$ cat src/rtl/rx_bit_packer_pkg.sv
// Shared types for the RX dibit-to-byte packer: FIFO entry layout and packer FSM states.
package rx_bit_packer_pkg;

  localparam int DIBITS_PER_BYTE = 4;

  typedef struct packed {
    logic       sof;
    logic [7:0] data;
  } fifo_entry_t;

  typedef enum logic {
    WAIT_START,
    PACK
  } state_t;

endpackage

$ cat src/rtl/rx_byte_fifo.sv
// Synchronous first-word-fall-through FIFO; dout is a register that always holds the head entry.
module rx_byte_fifo #(
  parameter int DEPTH = 16,
  parameter int WIDTH = 9
) (
  input  logic             clk,
  input  logic             rst,
  input  logic             push,
  input  logic             pop,
  input  logic [WIDTH-1:0] din,
  output logic [WIDTH-1:0] dout,
  output logic             empty,
  output logic             full
);

  localparam int AW = $clog2(DEPTH);

  logic [WIDTH-1:0] mem [DEPTH];
  logic [AW:0]      wr_ptr;
  logic [AW:0]      rd_ptr;
  logic [AW:0]      count;
  logic [AW-1:0]    rd_addr_next;
  logic             do_push;
  logic             do_pop;

  assign empty        = (wr_ptr == rd_ptr);
  assign full         = (wr_ptr[AW] != rd_ptr[AW]) && (wr_ptr[AW-1:0] == rd_ptr[AW-1:0]);
  assign count        = wr_ptr - rd_ptr;
  assign rd_addr_next = rd_ptr[AW-1:0] + AW'(1);
  assign do_pop       = pop & ~empty;
  // A pop frees a slot in the same cycle, so a full FIFO still accepts a push alongside it.
  assign do_push      = push & (~full | do_pop);

  always_ff @(posedge clk) begin
    if (do_push) mem[wr_ptr[AW-1:0]] <= din;
  end

  always_ff @(posedge clk) begin
    if (rst) begin
      wr_ptr <= '0;
      rd_ptr <= '0;
      dout   <= '0;
    end else begin
      if (do_push) wr_ptr <= wr_ptr + (AW+1)'(1);
      if (do_pop)  rd_ptr <= rd_ptr + (AW+1)'(1);
      // Keep the head register current: refill from memory, or bypass din when storage runs dry.
      if (empty) begin
        if (do_push) dout <= din;
      end else if (do_pop) begin
        if (count != (AW+1)'(1)) dout <= mem[rd_addr_next];
        else if (do_push)        dout <= din;
      end
    end
  end

endmodule

$ cat src/rtl/rx_bit_packer.sv
// Packs the demodulated RX dibit stream MSB-first into bytes, tags symbol starts and buffers them.
module rx_bit_packer
  import rx_bit_packer_pkg::*;
#(
  parameter int raw_symbol_length_g = 64,
  parameter int fifo_depth_g        = 16
) (
  input  logic        sys_clk,
  input  logic        sys_rst,
  input  logic [1:0]  rx_rcv_data,
  input  logic        rx_rcv_data_valid,
  input  logic        rx_rcv_data_start,
  output logic [7:0]  byte_data,
  output logic        byte_sof,
  output logic        byte_valid,
  input  logic        byte_ready,
  output logic        overflow,
  output logic        sync_err,
  output logic [15:0] symbol_cnt
);

  localparam int BYTES_PER_SYM = raw_symbol_length_g / 8;
  localparam int BIDX_W        = $clog2(BYTES_PER_SYM) + 1;

  if ((raw_symbol_length_g % 8) != 0 || raw_symbol_length_g <= 0) begin : g_len_chk
    $error("raw_symbol_length_g must be a positive multiple of 8");
  end
  if (fifo_depth_g < 4 || (fifo_depth_g & (fifo_depth_g - 1)) != 0) begin : g_depth_chk
    $error("fifo_depth_g must be a power of two and at least 4");
  end

  state_t              state, state_n;
  logic [7:0]          shift, shift_n, packed_byte;
  logic [1:0]          dibit_cnt, dibit_cnt_n;
  logic [BIDX_W-1:0]   byte_idx, byte_idx_n;
  logic                last_dibit, byte_done, sym_done, fresh, sync_hit;
  logic                vld_p1;
  fifo_entry_t         entry_p1, head;
  logic                fifo_empty, fifo_full, pop;

  always_ff @(posedge sys_clk) begin
    if (sys_rst) state <= WAIT_START;
    else         state <= state_n;
  end

  always_comb begin
    packed_byte = shift;
    case (dibit_cnt)
      2'd0:    packed_byte[7:6] = rx_rcv_data;
      2'd1:    packed_byte[5:4] = rx_rcv_data;
      2'd2:    packed_byte[3:2] = rx_rcv_data;
      default: packed_byte[1:0] = rx_rcv_data;
    endcase
    last_dibit  = (dibit_cnt == 2'(DIBITS_PER_BYTE - 1)) &&
                  (byte_idx == BIDX_W'(BYTES_PER_SYM - 1));
    state_n     = state;
    shift_n     = shift;
    dibit_cnt_n = dibit_cnt;
    byte_idx_n  = byte_idx;
    byte_done   = 1'b0;
    sym_done    = 1'b0;
    fresh       = 1'b0;
    sync_hit    = 1'b0;
    if (rx_rcv_data_valid) begin
      case (state)
        WAIT_START: fresh = rx_rcv_data_start;
        PACK: begin
          if (rx_rcv_data_start && !last_dibit) begin
            sync_hit = 1'b1;
            fresh    = 1'b1;
          end else begin
            shift_n     = packed_byte;
            dibit_cnt_n = dibit_cnt + 2'd1;
            if (dibit_cnt == 2'(DIBITS_PER_BYTE - 1)) begin
              byte_done   = 1'b1;
              dibit_cnt_n = 2'd0;
              byte_idx_n  = byte_idx + BIDX_W'(1);
            end
            if (last_dibit) begin
              sym_done = 1'b1;
              state_n  = WAIT_START;
              fresh    = rx_rcv_data_start;
            end
          end
        end
        default: state_n = WAIT_START;
      endcase
    end
    // A start dibit opens a new symbol: it lands in the top pair and the counters restart.
    if (fresh) begin
      shift_n     = {rx_rcv_data, 6'b0};
      dibit_cnt_n = 2'd1;
      byte_idx_n  = '0;
      state_n     = PACK;
    end
  end

  assign pop = byte_valid & byte_ready;

  always_ff @(posedge sys_clk) begin
    if (sys_rst) begin
      dibit_cnt  <= '0;
      byte_idx   <= '0;
      vld_p1     <= 1'b0;
      symbol_cnt <= '0;
      sync_err   <= 1'b0;
      overflow   <= 1'b0;
    end else begin
      dibit_cnt <= dibit_cnt_n;
      byte_idx  <= byte_idx_n;
      vld_p1    <= byte_done;
      if (sym_done) symbol_cnt <= symbol_cnt + 16'd1;
      if (sync_hit) sync_err <= 1'b1;
      if (vld_p1 && fifo_full && !pop) overflow <= 1'b1;
    end
  end

  // Stage p1: completed byte registered before entering the FIFO.
  always_ff @(posedge sys_clk) begin
    shift         <= shift_n;
    entry_p1.sof  <= (byte_idx == '0);
    entry_p1.data <= packed_byte;
  end

  rx_byte_fifo #(
    .DEPTH (fifo_depth_g),
    .WIDTH ($bits(fifo_entry_t))
  ) u_fifo (
    .clk   (sys_clk),
    .rst   (sys_rst),
    .push  (vld_p1),
    .pop   (pop),
    .din   (entry_p1),
    .dout  (head),
    .empty (fifo_empty),
    .full  (fifo_full)
  );

  assign byte_valid = ~fifo_empty;
  assign byte_data  = head.data;
  assign byte_sof   = head.sof;

endmodule

$ cat config.mk
export PLATFORM = sky130hd
export DESIGN_NAME = rx_bit_packer
export DESIGN_NICKNAME = d
export VERILOG_FILES = /design/src/rtl/rx_bit_packer_pkg.sv /design/src/rtl/rx_byte_fifo.sv /design/src/rtl/rx_bit_packer.sv
export SDC_FILE = /design/constraint.sdc
export NUM_CORES = 1
export LEC_CHECK = 0
export CAP_MARGIN = 10
export CORE_AREA = 2 2 158 160
export CTS_CLUSTER_DIAMETER = 200
export DETAILED_ROUTE_END_ITERATION = 7
export DIE_AREA = 0 0 160 162
export GPL_ROUTABILITY_DRIVEN = 0
export HOLD_SLACK_MARGIN = 0.1
export PLACE_DENSITY_LB_ADDON = 0.15
export SLEW_MARGIN = 40
export SYNTH_ARGS = -nofsm -noshare
export SYNTH_HDL_FRONTEND = slang
export SYNTH_SLANG_ARGS = --single-unit
export TNS_END_PERCENT = 5
$ cat constraint.sdc
create_clock -name sys_clk -period 3.7 [get_ports sys_clk]
set_clock_uncertainty 0.2 [all_clocks]
set_input_delay 0.37 -clock sys_clk [delete_from_list [all_inputs] [get_ports sys_clk]]
set_output_delay 0.37 -clock sys_clk [all_outputs]
set_load 0.02 [all_outputs]
* Word level (Yosys, flattened, before mapping)
Memory sizes are Yosys's and may differ from the RTL's.
Index checks and enable logic that the tools add are counted.
** Word-level totals
- Bits in writable memories :: 144
- Memories kept :: 1
- Output and inout bits :: 28
- Register bits :: 62
** Cells by class
- $add $sub $neg :: 7
- Bitwise operators :: 9
- Muxes and demuxes :: 36
- Eq/ne operators :: 9
- Reduce and logical (&&, ||, !) cells :: 18
** Memories
- u_fifo.mem :: words 16, width 9, rd ports 1, clocked after Yosys merged registers in 0, wr ports 1, RTL line rx_byte_fifo.sv:18 : logic [WIDTH-1:0] mem [DEPTH];
** Operators by type and width (count)
- two-way mux 9 bit :: 4
- two-way mux 8 bit :: 4
- two-way mux 1 bit :: 22
- adder 16 x 1 -> 16 bit, second input constant :: 1
- adder 5 x 1 -> 5 bit, second input constant :: 2
- two-way mux 2 bit :: 5
- adder 4 x 1 -> 4 bit, second input constant :: 2
- AND reduction 3 bit :: 2
- nonzero test 2 bit :: 3
- equality test 5 bit :: 1
- logical AND 1 bit :: 5
- inequality test 5 x 1 -> 1 bit, second input constant :: 1
- NOT 1 bit :: 5
- subtractor 5 bit :: 1
- equality test 2 bit, second input constant :: 2
- equality test 4 x 3 -> 1 bit, second input constant :: 1
- equality test 4 bit :: 1
- zero test 4 bit :: 1
- AND reduction 4 bit :: 1
- OR reduction 4 bit :: 1
- bitwise AND 1 bit :: 3
- OR reduction 3 bit :: 1
- adder 2 x 1 -> 2 bit, second input constant :: 1
- equality test 2 x 1 -> 1 bit, second input constant :: 1
- 7 further kinds :: 8

* Depth between registers and ports, before layout
Gate-level depths: netlist of run 1.
- Depth in word-level cells :: 10
- Depth in mapped cells :: 9
- Gate-level depth less buffers :: 9

* Cells and area by module
A second synthesis of run 1 with hierarchy kept.
** Unflattened totals
- Cells, all modules :: 545
- Area, all modules :: 8508.2 um^2
** Modules (own cells, without submodules)
- rx_byte_fifo :: instances 1, area each 6641.4 um^2, cells an instance 343
- rx_bit_packer :: instances 1, area each 1866.8 um^2, cells an instance 202

* Least setup slack after synthesis of run 1
OpenSTA, ideal clock, no wires.
- Path type :: register to register
- Start point :: reg u_fifo.rd_ptr[2]
- End point :: mem u_fifo.mem[3][0], enable pin
- Setup time :: 387 ps
- Period minus slack after synthesis :: 2652 ps
- Stages on the path, launching flop included :: 8
- Arrival :: 2066 ps
- Data required time :: 3113 ps
- Path slack :: 1048 ps
- Path through :: dfxtp_1 inv_1 ha_1 nand4_1 o31a_1 buf_2 nand2_1 nor3_1
** Between the ends
- Word-level cells in the longest chain between the ends :: 8
- Elaborated cells on any way between the ends :: 11
- Those cells by class :: eq/ne: 2; mux: 2; bitwise: 6; reduce/logical: 1
** Ends and longest elaborated chain
- start: declaration :: RTL line rx_byte_fifo.sv:20 : logic [AW:0] rd_ptr;
- start signal: assignment :: RTL line rx_byte_fifo.sv:45 : if (do_pop) rd_ptr <= rd_ptr + (AW+1)'(1);
- equality test 5 bit :: RTL line rx_byte_fifo.sv:26 : assign empty = (wr_ptr == rd_ptr);
- NOT 1 bit :: RTL line rx_byte_fifo.sv:30, rx_bit_packer.sv:139
- bitwise AND 1 bit :: RTL line rx_bit_packer.sv:98 : assign pop = byte_valid & byte_ready;
- bitwise AND 1 bit :: RTL line rx_byte_fifo.sv:30 : assign do_pop = pop & ~empty;
- OR 1 bit * :: RTL line rx_byte_fifo.sv:32 : assign do_push = push & (~full | do_pop);
- bitwise AND 1 bit * :: RTL line rx_byte_fifo.sv:32
- two-way mux 1 bit * :: RTL line rx_byte_fifo.sv:35 : if (do_push) mem[wr_ptr[AW-1:0]] <= din;
- two-way mux 1 bit (implied by the code) * :: RTL line rx_byte_fifo.sv:35
- end: declaration :: RTL line rx_byte_fifo.sv:18
Every way passes the cells marked *; elsewhere a longest branch is shown, timed or not.

* Final worst setup path of run 1
- Start point :: reg u_fifo.rd_ptr[2]
- End point :: out byte_valid
** Between the ends
- Word-level cells in the longest chain between the ends :: 2
** Ends and longest elaborated chain
- equality test 5 bit :: RTL line rx_byte_fifo.sv:26
- NOT 1 bit :: RTL line rx_bit_packer.sv:139 : assign byte_valid = ~fifo_empty;
- end: declaration :: RTL line rx_bit_packer.sv:15 : output logic byte_valid,
Every way passes these cells.

==> qor.log, run 1 <==
INFO  timing         rsz0062_at_grt=no
INFO  global_route   global_route_wire_length_before_repair=29.2mm
INFO  floorplan      floorplan.die.width=160um
INFO  clock_tree     ctsResizeCount=0
INFO  route          detail_route.iter0.violations=279
INFO  logic_synthesis syn-instance-count=563
INFO  clock_tree     clock-sinks=206
INFO  cells_and_area layout.core_utilization=41.2%
INFO  logic_synthesis ys_top_cells_by_count=146 x edfxtp_1, 63 x nand2_1, 60 x dfxtp_1
INFO  worst_hold_path holdCritPathClass=flip-flop to flip-flop
INFO  setup_path     crit_path_max_fanout=5
INFO  clock_tree     h-tree-depth=1
INFO  clock_tree     path_clk_slew=0.06ns
INFO  setup_path     crit-reg2reg-launch=u_fifo.wr_ptr[0]$_SDFFE_PP0P_
INFO  clock_tree     cts_setup_buffers=0
INFO  timing         timing_max_transition_violations_final=0
INFO  logic_synthesis yosys-top-cells-area=edfxtp_1 53%, dfxtp_1 14%, mux4_2 9.7%, nand2_1 2.8%, ha_1 2.4%
INFO  setup_path     critPathSlowestCell=clkdlybuf4s50_1
INFO  power_and_ir_drop p_leak=3.22nW
INFO  timing         worst-slew-pin-transition=0.739ns
INFO  timing         fmax=0.334GHz
INFO  global_route   grt.overflow.total=0
INFO  logic_synthesis cell_with_the_most_instances_after_synthesis=edfxtp_1
INFO  route          detail_route.wl_per_cell=19.3um
INFO  floorplan      placementRows=57
INFO  cells_and_area layout-drive-gt1-share=17.3%
INFO  setup_path     cp.arrival=2.42ns
INFO  setup_path     cp_slowest_stage_delay=0.61ns
INFO  timing         timing.final.setup_violations=0
INFO  timing         final.setup.tns=0ns
INFO  clock_tree     clkLatencyLatePin=0.50ns
INFO  cells_and_area fin_nets=644
INFO  setup_path     required_time_of_the_worst_setup_path=3.13ns
INFO  timing         layout_min_cycle_time=2.99ns
INFO  cells_and_area final.fill_count=2303
INFO  timing         max_transition_margin=50.7%
INFO  floorplan      design.portCount=35
INFO  logic_synthesis area_fraction_of_the_dominant_cell_type_after_synthesis=52.6%
INFO  route          vias_cell=4.90
INFO  clock_tree     cts_root_buffer=clkbuf_16
INFO  logic_synthesis synth_area_per_cell=14.8um^2
INFO  clock_tree     cts_tree=yes
INFO  global_route   initial_antenna_violation_count=0
INFO  logic_synthesis netlist.top_cell.by_area=edfxtp_1
INFO  status         outcome=completed
INFO  setup_path     cp_num_buf_inv=2
INFO  global_route   first_global_vias=4910
INFO  logic_synthesis netlist_area_pre_place=8340um^2
INFO  power_and_ir_drop pwr_density_cell=492nW/um^2
INFO  global_route   maximum_number_of_pins_on_one_net_before_global_route_repair=38
INFO  flow_run       maxCapViolations=0
INFO  placed_design  inst_count_dp=919
INFO  logic_synthesis postSynth.topFlopCell=edfxtp_1
INFO  timing         hold_viol=0
INFO  logic_synthesis asyncSetResetFlopFracSynth=0%
INFO  route          drc_violation_count_after_routing=0
INFO  clock_tree     cts_inserted_buffers=23
INFO  setup_path     timing_worst_setup_path_type=flip-flop to output pin
INFO  logic_synthesis count_of_flip_flops_with_a_built_in_enable_after_synthesis=146
INFO  route          detail_route.first_pass.iterations=6
INFO  floorplan      fp.dieArea=25900um^2
INFO  cells_and_area areaGrowthSynthToFinish=19.2%
INFO  setup_path     critical_path_sink_type=output pin
INFO  logic_synthesis synth_seq_cells=206
INFO  worst_hold_path timing.hold.worst.start=sync_err$_SDFFE_PP0P_
INFO  route          totalWireLength=18.5mm
INFO  timing         min_period_over_period=80.9%
INFO  route          antenna_violating_nets_post_route=0
INFO  logic_synthesis syn_nets=587
INFO  placed_design  hpwl=11.8mm
INFO  logic_synthesis synthDistinctLibCells=37
INFO  route          vias=4696
INFO  floorplan      die_height=162um
INFO  setup_path     startpoint_type=flip-flop
INFO  floorplan      coreArea=24100um^2
INFO  clock_tree     cts_hold_buf=0
INFO  cells_and_area number_of_antenna_cells_inserted=0
INFO  logic_synthesis synth_sequential_area_ratio=67.0%
INFO  power_and_ir_drop vdd.ir_drop.worst=0.290mV
INFO  clock_tree     max_root_sink_buffers=3
INFO  setup_path     path_cells=inv_1, ha_1, nand4_1, nand2b_1, clkdlybuf4s50_1
INFO  setup_path     critical-path-top-delay-family=buffers and inverters
INFO  cells_and_area final_cells=959
INFO  setup_path     worst_setup_path_startpoint=u_fifo.rd_ptr[2]$_SDFFE_PP0P_
INFO  global_route   grt_usage=14.7%
INFO  placed_design  io_buffers=34
INFO  floorplan      initial_utilization=34.6%
INFO  logic_synthesis ys.warnings.count=0
[routing by layer]
layer / up-vias / global-route usage, % / routed length (um)
met3: 18 / 2.81 / 827
met5: - / 0 / 0
met1: 2369 / 20.0 / 8510
li1: 2223 / - / -
met2: 86 / 24.6 / 8910
met4: 0 / 3.11 / 216
[cells in the final DEF (no fill, tap or decap), types with 17 or more instances in the layout]
cell type | netlist | layout
mux4_2 | 36 | 36
nand3_1 | 17 | 17
nand2_1 | 63 | 63
clkdlybuf4s50_1 | 0 | 34
dfxtp_1 | 60 | 59
buf_4 | 3 | 18
edfxtp_1 | 146 | 146
nor2_1 | 53 | 48
clkbuf_16 | 0 | 23
xnor2_1 | 17 | 17
[worst paths after layout]
kind                                 endpoint  slack, ns  cells after the start
hold / removal          sync_err$_SDFFE_PP0P_       0.28                      2
hold reg to reg         sync_err$_SDFFE_PP0P_       0.28                      2
setup / recovery                   byte_valid       0.71                      5
setup reg to reg  u_fifo.dout[0]$_SDFFE_PP0P_       0.82                      8
[worst reg2reg max path: cells and delay by family, from the launching register on]
| family | cells | cell delay [ns] |
|---|---|---|
| buf+inv | 1 | 0.12 |
| compound gates | 2 | 0.75 |
| flops | 1 | 0.41 |
| fa+ha+maj | 2 | 0.62 |
| simple gates | 2 | 0.60 |
| xor+xnor | 1 | 0.14 |
[layout make-up]
class                   count  area, um^2  share of cell area [%]
multi-input cells         324        2630                    26.4
clock inverters            11         179                    1.80
clock buffers              29         608                    6.12
inverters                  12        45.0                   0.453
well taps                 324         405                    4.08
repair buffers             53         487                    4.90
flip-flops and latches    206        5590                    56.2
[per-stage QoR]
step           worst slack (ns)  total power, mW  hold WS [ns]  area, um^2
5_1_grt                   0.542             5.07         0.307        9940
4_1_cts                   0.684             4.97         0.282        9930
3_5_place_dp              0.709             2.58         0.262        9150
6_report                  0.708             4.89         0.275        9940
3_3_place_gp              0.716             2.58         0.258        9130
2_1_floorplan              1.05             2.55         0.235        8340
[logic make-up after synthesis]
group | count (synthesis) | synth area share [%]
buf+inv | 33 | 1.73
xor+xnor | 29 | 3.05
fa+ha+maj | 17 | 2.64
flops | 206 | 67.0
mux | 51 | 11.7
simple gates | 189 | 10.9
compound gates | 38 | 3.00
[registers in the layout, indices dropped and copies added, names as in the netlist, 2 cells and up]
| register | flops |
|---|---|
| byte_idx | 4 |
| u_fifo.rd_ptr | 5 |
| u_fifo.mem | 144 |
| dibit_cnt | 2 |
| u_fifo.dout | 9 |
| shift | 8 |
| u_fifo.wr_ptr | 5 |
| entry_p1 | 9 |
| symbol_cnt | 16 |
[report_power, final]
group / leakage [nW] / internal [mW] / switching [mW]
sequential: 1.74 / 2.47 / 0.0241
clock: 0.388 / 1.50 / 0.849
combinational: 1.09 / 0.0177 / 0.0259
total: 3.22 / 3.99 / 0.899
Note: power is estimated with default switching activity, not from simulation.
==> run 2: changes to the inputs <==
==> constraint.sdc (replaced) <==
create_clock -name sys_clk -period 2.8 [get_ports sys_clk]
set_clock_uncertainty 0.2 [all_clocks]
set_input_delay 0.28 -clock sys_clk [delete_from_list [all_inputs] [get_ports sys_clk]]
set_output_delay 0.28 -clock sys_clk [all_outputs]
set_load 0.02 [all_outputs]
==> qor.log, run 2 (same netlist as run 1, synthesis figures left out) <==
INFO  floorplan      coreArea=24100um^2
INFO  placed_design  place_worst_setup_slack=-0.0198ns
INFO  cells_and_area most-common-layout-cells=146 x edfxtp_1, 63 x nand2_1, 58 x dfxtp_1
INFO  cells_and_area final.fill_count=2280
INFO  floorplan      die_height=162um
INFO  floorplan      fp.dieArea=25900um^2
INFO  global_route   maximum_number_of_pins_on_one_net_before_global_route_repair=38
INFO  global_route   grt_usage=14.3%
INFO  timing         final_critical_path_setup_slack=0.242ns
INFO  setup_path     path_cells=inv_1, ha_1, fa_1, nand2b_1, a21oi_1, xnor2_1, a311oi_2, and3_1, a221o_1
INFO  clock_tree     clock-sinks=206
INFO  setup_path     crit-reg2reg-launch=u_fifo.wr_ptr[0]$_SDFFE_PP0P_
INFO  route          antenna_violating_nets_post_route=0
INFO  route          totalWireLength=18.1mm
INFO  route          detail_route.wl_per_cell=18.6um
INFO  power_and_ir_drop pwr_density_cell=613nW/um^2
INFO  setup_path     critPathSlowestCell=fa_1
INFO  placed_design  hpwl=11.5mm
INFO  placed_design  placement.cell_area=9240um^2
INFO  floorplan      placementRows=57
INFO  timing         hold_viol=0
INFO  route          met2RoutedLength=8.34mm
INFO  timing         rsz0062_at_grt=no
INFO  floorplan      initial_utilization=34.6%
INFO  cells_and_area layout.area.seq=5590um^2
INFO  cells_and_area mostFrequentLayoutCell=edfxtp_1
INFO  setup_path     critical_path_sink_type=flip-flop
INFO  timing         timing.final.setup_violations=0
INFO  timing         max_transition_margin=48.6%
INFO  clock_tree     cts_root_buffer=clkbuf_16
INFO  cells_and_area final_cell_area=9950um^2
INFO  clock_tree     max_root_sink_buffers=3
INFO  cells_and_area areaGrowthSynthToFinish=19.4%
INFO  setup_path     worst_setup_path_startpoint=u_fifo.wr_ptr[0]$_SDFFE_PP0P_
INFO  floorplan      design.portCount=35
INFO  route          detail_route.iter0.violations=287
INFO  route          detail_route.first_pass.iterations=6
INFO  setup_path     startpoint_type=flip-flop
INFO  cells_and_area largest_register_ff_count=144
INFO  route          wl_met3=1.05mm
INFO  route          vias=4753
INFO  clock_tree     h-tree-depth=1
INFO  global_route   initial_antenna_violation_count=0
INFO  worst_hold_path holdCritPathClass=flip-flop to flip-flop
INFO  timing         timing_max_transition_violations_final=0
INFO  power_and_ir_drop p_leak=3.26nW
INFO  setup_path     required_time_of_the_worst_setup_path=2.99ns
INFO  route          drc_violation_count_after_routing=0
INFO  setup_path     timing_worst_setup_path_type=flip-flop to flip-flop
INFO  global_route   grt.overflow.total=0
INFO  floorplan      floorplan.die.width=160um
INFO  setup_path     cp_slowest_stage_delay=0.41ns
INFO  clock_tree     cts_tree=yes
INFO  timing         layout_min_cycle_time=2.56ns
INFO  placed_design  io_buffers=34
INFO  timing         min_period_over_period=91.4%
INFO  route          top_layer=met4
INFO  power_and_ir_drop vdd.ir_drop.worst=0.275mV
INFO  global_route   global_route_wire_length_before_repair=28.5mm
INFO  clock_tree     path_clk_slew=0.06ns
INFO  timing         worst-slew-pin-transition=0.771ns
INFO  setup_path     crit_path_max_fanout=9
INFO  cells_and_area fin_nets=657
INFO  cells_and_area multi_input_area=2630um^2
INFO  clock_tree     cts_inserted_buffers=23
INFO  timing         fmax=0.391GHz
INFO  cells_and_area number_of_antenna_cells_inserted=0
INFO  global_route   first_global_vias=4900
INFO  setup_path     cp.arrival=2.75ns
INFO  worst_hold_path timing.hold.worst.start=overflow$_SDFFE_PP0P_
INFO  route          routedLengthMet1=8.36mm
INFO  flow_run       maxCapViolations=0
INFO  setup_path     r2r_slack=0.24ns
INFO  clock_tree     clkLatencyLatePin=0.50ns
INFO  cells_and_area layout-drive-gt1-share=18.8%
INFO  route          vias_cell=4.88
INFO  status         outcome=completed
[run 2: cell count changes in the layout (fill, tap and decap cells not counted), sizes merged]
| cell | delta |
|---|---|
| clkdlybuf4s50 | -1 |
| bufinv | -5 |
| clkbuf | +4 |
| inv | +1 |
| clkinvlp | +2 |
| buf | +13 |
| clkinv | +1 |
[run 2: metal layers]
| layer | vias up | GRT usage, % |
|---|---|---|
| met2 | 106 | 23.5 |
| met5 | - | 0 |
| met4 | 0 | 3.85 |
| met1 | 2370 | 19.4 |
| met3 | 32 | 2.78 |
| li1 | 2245 | - |
[run 2: worst max-delay path, delay by kind of cell (launching register included)]
family | cells | cell delay, ns
AO/OA/AOI/OAI | 3 | 0.66
XOR/XNOR | 1 | 0.20
adder cells (fa/ha/maj) | 2 | 0.62
buffers and inverters | 1 | 0.08
flip-flops | 1 | 0.32
AND/OR/NAND/NOR | 2 | 0.36
[run 2: layout make-up]
cell class / count / share of cell area [%]
sequential: 206 / 56.1
multi-input combinational: 324 / 26.4
clock buffer: 32 / 6.44
timing repair buffer: 66 / 5.91
tap: 324 / 4.07
clock inverter: 10 / 0.578
inverter: 12 / 0.452
[run 2: timing repair]
| item | in CTS | in global routing |
|---|---|---|
| endpoints found under the setup margin | 10 | 19 |
| pin swaps | 0 | 1 |
| resized for setup | 2 | 6 |
| hold buffers | 0 | 0 |
| setup buffers | 0 | 0 |
[run 2: path summary, 6_finish.rpt]
check	end	cells after the start
hold reg to reg	overflow$_SDFFE_PP0P_	2
setup / recovery	u_fifo.dout[3]$_SDFFE_PP0P_	9
hold / removal	overflow$_SDFFE_PP0P_	2
setup reg to reg	u_fifo.dout[3]$_SDFFE_PP0P_	9
[run 2: power by group]
part           switching, mW  internal, mW  total (mW)
Clock                   1.15          1.60        2.75
Combinational         0.0342        0.0245      0.0587
Sequential            0.0332          3.26        3.29
[run 2: stage by stage]
| stage | setup TNS [ns] | utilization, % | std cells | hold slack (ns) | total power [mW] |
|---|---|---|---|---|---|
| floorplan | 0 | - | 563 | 0.235 | 3.37 |
| global placement | 0 | 38.3 | 932 | 0.261 | 3.41 |
| detailed placement | -0.0921 | 38.3 | 932 | 0.257 | 3.42 |
| CTS | 0 | 41.2 | 974 | 0.281 | 6.18 |
| global route | 0 | 41.3 | 974 | 0.313 | 6.32 |
| finish | 0 | 41.3 | 974 | 0.274 | 6.10 |
